### src/rtl/ecc_pkg.sv
// Shared definitions for the page ECC encoder/decoder pair: batch markers,
// encoder FSM states and the per-half-word check-code contribution.
package ecc_pkg;

    localparam logic [3:0] BATCH_IDLE = 4'd8;
    localparam logic [3:0] BATCH_LAST = 4'd7;

    typedef enum logic [0:0] {
        ST_IDLE = 1'b0,
        ST_ACC  = 1'b1
    } ecc_state_e;

    // Each set data bit d contributes (d+1) to the XOR, so a single flipped
    // bit shows up in the syndrome as its own position plus one.
    function automatic logic [7:0] ecc_contrib(input logic [2:0]  batch,
                                               input logic [15:0] data);
        logic [7:0] code;
        logic [7:0] pos;
        code = 8'd0;
        for (int b = 0; b < 16; b++) begin
            pos = {1'b0, batch, 4'(b)} + 8'd1;
            if (data[b]) begin
                code = code ^ pos;
            end else begin
                code = code;
            end
        end
        return code;
    endfunction

endpackage

### src/rtl/ecc_encoder.sv
// Write-side page ECC generator: forwards eight half-words with one cycle of
// latency and emits the page check code alongside the last one.
// Optional build macro: ECC_ERR_INJECT_EN adds single-bit error injection.
module ecc_encoder
    import ecc_pkg::*;
#(
    parameter int PAGE_AW = 11
) (
    input  logic               clk,
    input  logic               rst_n,
    input  logic [3:0]         in_batch,
    input  logic [15:0]        in_data,
    input  logic [PAGE_AW-1:0] in_page,
`ifdef ECC_ERR_INJECT_EN
    input  logic               inj_en,
    input  logic [6:0]         inj_pos,
`endif
    output logic [3:0]         out_batch,
    output logic [15:0]        out_data,
    output logic [PAGE_AW-1:0] out_page,
    output logic [7:0]         ecc_code,
    output logic               ecc_valid,
    output logic               seq_err
);

    ecc_state_e         state_q, state_d;
    logic [2:0]         exp_q, exp_d;
    logic [7:0]         acc_q, acc_d;
    logic [3:0]         out_batch_q, out_batch_d;
    logic [15:0]        out_data_q, out_data_d;
    logic [PAGE_AW-1:0] out_page_q, out_page_d;
    logic [7:0]         ecc_code_q, ecc_code_d;
    logic               ecc_valid_q, ecc_valid_d;
    logic               seq_err_q, seq_err_d;

    logic [3:0]         batch_s;
    logic [7:0]         contrib_s;
    logic [15:0]        flip_s;
    logic               start_s;
    logic               take_s;
    logic               err_s;

    // Out-of-range indices collapse to idle.
    assign batch_s   = (in_batch > BATCH_IDLE) ? BATCH_IDLE : in_batch;
    assign contrib_s = ecc_contrib(batch_s[2:0], in_data);

    // Sequence checker: classify the incoming index against the expected one.
    always_comb begin
        start_s = 1'b0;
        take_s  = 1'b0;
        err_s   = 1'b0;
        case (state_q)
            ST_IDLE: begin
                if (batch_s == 4'd0) begin
                    start_s = 1'b1;
                end else if (batch_s != BATCH_IDLE) begin
                    err_s = 1'b1;
                end else begin
                    start_s = 1'b0;
                end
            end
            ST_ACC: begin
                if (batch_s == BATCH_IDLE) begin
                    take_s = 1'b0;
                end else if (batch_s == 4'd0) begin
                    // A fresh batch 0 aborts the partial page but is kept.
                    start_s = 1'b1;
                    err_s   = 1'b1;
                end else if (batch_s == {1'b0, exp_q}) begin
                    take_s = 1'b1;
                end else begin
                    err_s = 1'b1;
                end
            end
            default: begin
                err_s = 1'b0;
            end
        endcase
    end

`ifdef ECC_ERR_INJECT_EN
    logic       inj_en_q;
    logic [6:0] inj_pos_q;
    logic       inj_en_s;
    logic [6:0] inj_pos_s;

    // Injection settings apply to the page whose batch 0 is arriving now.
    always_comb begin
        inj_en_s  = start_s ? inj_en  : inj_en_q;
        inj_pos_s = start_s ? inj_pos : inj_pos_q;
        if (inj_en_s && (inj_pos_s[6:4] == batch_s[2:0])) begin
            flip_s = 16'd1 << inj_pos_s[3:0];
        end else begin
            flip_s = 16'd0;
        end
    end

    // Injection settings register, captured with batch 0.
    always_ff @(posedge clk) begin
        if (!rst_n) begin
            inj_en_q  <= 1'b0;
            inj_pos_q <= 7'd0;
        end else if (start_s) begin
            inj_en_q  <= inj_en;
            inj_pos_q <= inj_pos;
        end else begin
            inj_en_q  <= inj_en_q;
            inj_pos_q <= inj_pos_q;
        end
    end
`else
    assign flip_s = 16'd0;
`endif

    // Next-state, accumulator and output staging.
    always_comb begin
        state_d     = state_q;
        exp_d       = exp_q;
        acc_d       = acc_q;
        out_batch_d = BATCH_IDLE;
        out_data_d  = out_data_q;
        out_page_d  = out_page_q;
        ecc_code_d  = ecc_code_q;
        ecc_valid_d = 1'b0;
        seq_err_d   = err_s;
        if (start_s) begin
            state_d     = ST_ACC;
            exp_d       = 3'd1;
            acc_d       = contrib_s;
            out_page_d  = in_page;
            out_batch_d = batch_s;
            out_data_d  = in_data ^ flip_s;
        end else if (take_s) begin
            out_batch_d = batch_s;
            out_data_d  = in_data ^ flip_s;
            acc_d       = acc_q ^ contrib_s;
            if (batch_s == BATCH_LAST) begin
                ecc_code_d  = acc_q ^ contrib_s;
                ecc_valid_d = 1'b1;
                state_d     = ST_IDLE;
            end else begin
                exp_d = exp_q + 3'd1;
            end
        end else if (err_s) begin
            state_d = ST_IDLE;
        end else begin
            state_d = state_q;
        end
    end

    // State and output registers.
    always_ff @(posedge clk) begin
        if (!rst_n) begin
            state_q     <= ST_IDLE;
            exp_q       <= 3'd0;
            acc_q       <= 8'd0;
            out_batch_q <= BATCH_IDLE;
            out_data_q  <= 16'd0;
            out_page_q  <= '0;
            ecc_code_q  <= 8'd0;
            ecc_valid_q <= 1'b0;
            seq_err_q   <= 1'b0;
        end else begin
            state_q     <= state_d;
            exp_q       <= exp_d;
            acc_q       <= acc_d;
            out_batch_q <= out_batch_d;
            out_data_q  <= out_data_d;
            out_page_q  <= out_page_d;
            ecc_code_q  <= ecc_code_d;
            ecc_valid_q <= ecc_valid_d;
            seq_err_q   <= seq_err_d;
        end
    end

    assign out_batch = out_batch_q;
    assign out_data  = out_data_q;
    assign out_page  = out_page_q;
    assign ecc_code  = ecc_code_q;
    assign ecc_valid = ecc_valid_q;
    assign seq_err   = seq_err_q;

endmodule

### config.mk
export PLATFORM = sky130hd
export DESIGN_NAME = ecc_encoder
export DESIGN_NICKNAME = d
export VERILOG_FILES = /design/src/rtl/ecc_pkg.sv /design/src/rtl/ecc_encoder.sv
export SDC_FILE = /design/constraint.sdc
export NUM_CORES = 1
export LEC_CHECK = 0
export CORE_MARGIN = 2
export CORE_UTILIZATION = 39
export CTS_BUF_LIST = sky130_fd_sc_hd__clkbuf_8
export CTS_CLUSTER_SIZE = 10
export DETAILED_ROUTE_END_ITERATION = 10
export DONT_BUFFER_PORTS = 1
export GPL_TIMING_DRIVEN = 0
export PLACE_DENSITY = 0.64
export SLEW_MARGIN = 20
export SYNTH_ARGS = -nofsm -noshare
export SYNTH_HDL_FRONTEND = slang
export SYNTH_SLANG_ARGS = --single-unit
### constraint.sdc
create_clock -name clk -period 4.2 [get_ports clk]
set_clock_uncertainty 0.05 [all_clocks]
set_input_delay 1.05 -clock clk [delete_from_list [all_inputs] [get_ports clk]]
set_output_delay 1.05 -clock clk [all_outputs]
set_load 0.01 [all_outputs]
==> results.json <==
{
  "synth-main-ff-cell": "dfxtp_1",
  "final_common_cell": "nand2_1",
  "diodes": 0,
  "final_area_sq_um": 2660,
  "yosysSeqAreaShare_pct": 42.7,
  "antenna_found_initial": 0,
  "synthArstFlopShare_pct": 0,
  "synthCells": 305,
  "htreeDepth": 2,
  "cts_tree": "built",
  "syn_to_final_growth_pct": 7.20,
  "cts_root_buffer": "clkbuf_8",
  "die_x_microns": 83.8,
  "yosys.area.top_type": "dfxtp_1",
  "cts_sinks": 53,
  "place.gp.congestion": 0.764,
  "synth_top_area_share_pct": 42.7,
  "route.vias.total": 2040,
  "timing.fmax_mhz": 293,
  "hold_path_startpoint": "out_data[10]",
  "worstSetupStartpointType": "primary input",
  "ir_drop_v": 0.000177,
  "drt-wirelength-per-cell_microns": 14.6,
  "crit_type": "in2reg",
  "dr.first_iter.drc_count": 116,
  "grt.busiest_layer": "met2",
  "worstSetupEndpointType": "flip-flop",
  "whs_path_depth": 2,
  "post-cts-setup-buffers": 0,
  "clk_latency_ns": 0.30,
  "die_height_microns": 83.8,
  "firstDrtPassIters": 4,
  "hold_class": "reg2reg",
  "vias_per_cell": 5.23,
  "fin_tns_setup_ns": 0,
  "synthTopCellsByArea": "dfxtp_1, nand2_1, a21oi_1, xnor2_1, nor2_1",
  "grtUsageMet3_pct": 7.32,
  "numCtsBuffers": 5,
  "core_area_sq_um": 6240,
  "tightest_slew_ns": 0.688,
  "p_leak_nw": 0.970,
  "avgSynthCellArea_sq_um": 8.15,
  "crit_start": "in_batch[0]",
  "routed_wl_mm": 5.68,
  "synth_edf_count": 0,
  "period_needed_ns": 3.41,
  "status": "finished clean",
  "portBuffers": 0,
  "max_cap_violations": 0,
  "grt-ovfl-total": 0,
  "io_pins": 74,
  "arrival_ns": 3.59,
  "grt_pass1_wl_mm": 9.29,
  "n_fill_cell": 671,
  "fin_nets": 349,
  "final_max_slew_viol_count": 0,
  "cts.repair.resized": 0,
  "antenna_left": 0,
  "finalCritPeriodShare_pct": 81.1,
  "clockBufferDepth": 2,
  "yosys_warnings": 0,
  "synth_fp_nets": 342,
  "dieArea_sq_um": 7030,
  "powerDensity_nw_per_um2": 376,
  "met2_usage_pct": 27.2,
  "seqCellArea_sq_um": 1060,
  "yosysUniqueCellTypes": 41,
  "placed_area_sq_um": 2580,
  "grt_pass1_vias": 1996,
  "rsz0062_at_grt": "false",
  "finalHoldViolations": 0,
  "drive_gt1_share_pct": 5.43,
  "start_util_pct": 39.8,
  "grt_max_degree": 16,
  "synth_seq_cells": 53,
  "multiInputGateArea_sq_um": 1340,
  "fp-row-count": 29,
  "grt_use_met1_pct": 19.0,
  "hpwl_mm": 4.23,
  "synth_area_sq_um": 2480,
  "reg2reg_from": "exp_q[0]",
  "path_max_fanout": 10,
  "reg2regPathDepth": 8,
  "ctsHoldBuffers": 0,
  "drc_errors": 0,
  "clk_pin_slew_worst_paths_ns": 0.09,
  "grt_usage_pct": 16.5,
  "slew-limit-headroom_pct": 53.9,
  "setup_viol": 0,
  "required_ns": 4.38,
  "final_cell_mix": "nand2_1, dfxtp_1, a21oi_1"
}
==> Yosys cell counts, drive strengths merged (3+ instances only) <==
| library cell | n |
|---|---|
| dfxtp | 53 |
| ha | 4 |
| o21ai | 7 |
| xnor2 | 22 |
| nand2 | 78 |
| inv | 4 |
| or3 | 3 |
| a32oi | 5 |
| and3 | 3 |
| xor2 | 12 |
| a21oi | 39 |
| nor2 | 26 |
| nor3 | 3 |
| nand4 | 6 |
| clkbuf | 13 |
| nand3 | 6 |
==> final timing paths <==
check                 endpoint  slack (ns)
hold / removal    out_data[10]        0.46
setup / recovery   out_data[7]        0.79
setup reg to reg   out_data[7]        1.76
hold reg to reg   out_data[10]        0.46
==> flip-flops by register name, summed over array words and instances (netlist names) <==
register,flops
acc_q,8
ecc_code,8
exp_q,3
ecc_valid,1
out_data,16
seq_err,1
state_q,1
out_page,11
out_batch,4
==> power by group <==
part           internal [W]  switching (W)
logic             0.0000776       0.000107
registers          0.000521      0.0000190
clock network      0.000114       0.000163
total              0.000712       0.000289
==> cell type report <==
class	count	area share [%]
sequential	53	39.8
inverter	4	0.564
multi-input combinational	233	50.2
clock inverter	3	0.517
buffer	15	2.68
clock buffer	5	2.58
tap	77	3.62
==> critical path, cell delays in order <==
cell       delay, ns
nor2b_1         0.31
inv_1           0.13
ha_1            0.26
or3_1           0.36
a2111oi_4       0.34
nand2_1         0.29
nand2_1         0.17
clkbuf_1        0.38
nand2_1         0.12
a21oi_1         0.17
==> cell families after synthesis <==
family          synth area share [%]
buf+inv                         3.47
xor+xnor                        13.5
fa+ha+maj                       2.01
mux                            0.403
simple gates                    23.7
compound gates                  14.3
flops                           42.7
==> stage by stage <==
step | utilization [%] | setup WS, ns | hold slack (ns) | power (W) | instances
after floorplan | - | 0.759 | 0.426 | 0.000700 | 305
after global placement | 41.4 | 0.501 | 0.438 | 0.000731 | 382
after detailed placement | 41.4 | 0.463 | 0.443 | 0.000735 | 382
after CTS | 42.7 | 0.770 | 0.457 | 0.00101 | 390
after global routing | 42.7 | 0.520 | 0.469 | 0.00105 | 390
final | 42.7 | 0.792 | 0.456 | 0.00100 | 390
==> layer usage <==
| metal | vias to the layer above | share of wire (%) |
|---|---|---|
| met4 | 0 | 1.8 |
| li1 | 1028 | - |
| met1 | 937 | 43 |
| met3 | 9 | 9.2 |
| met2 | 66 | 46 |
| met5 | - | 0 |
Power figures use the tool's default switching activity.
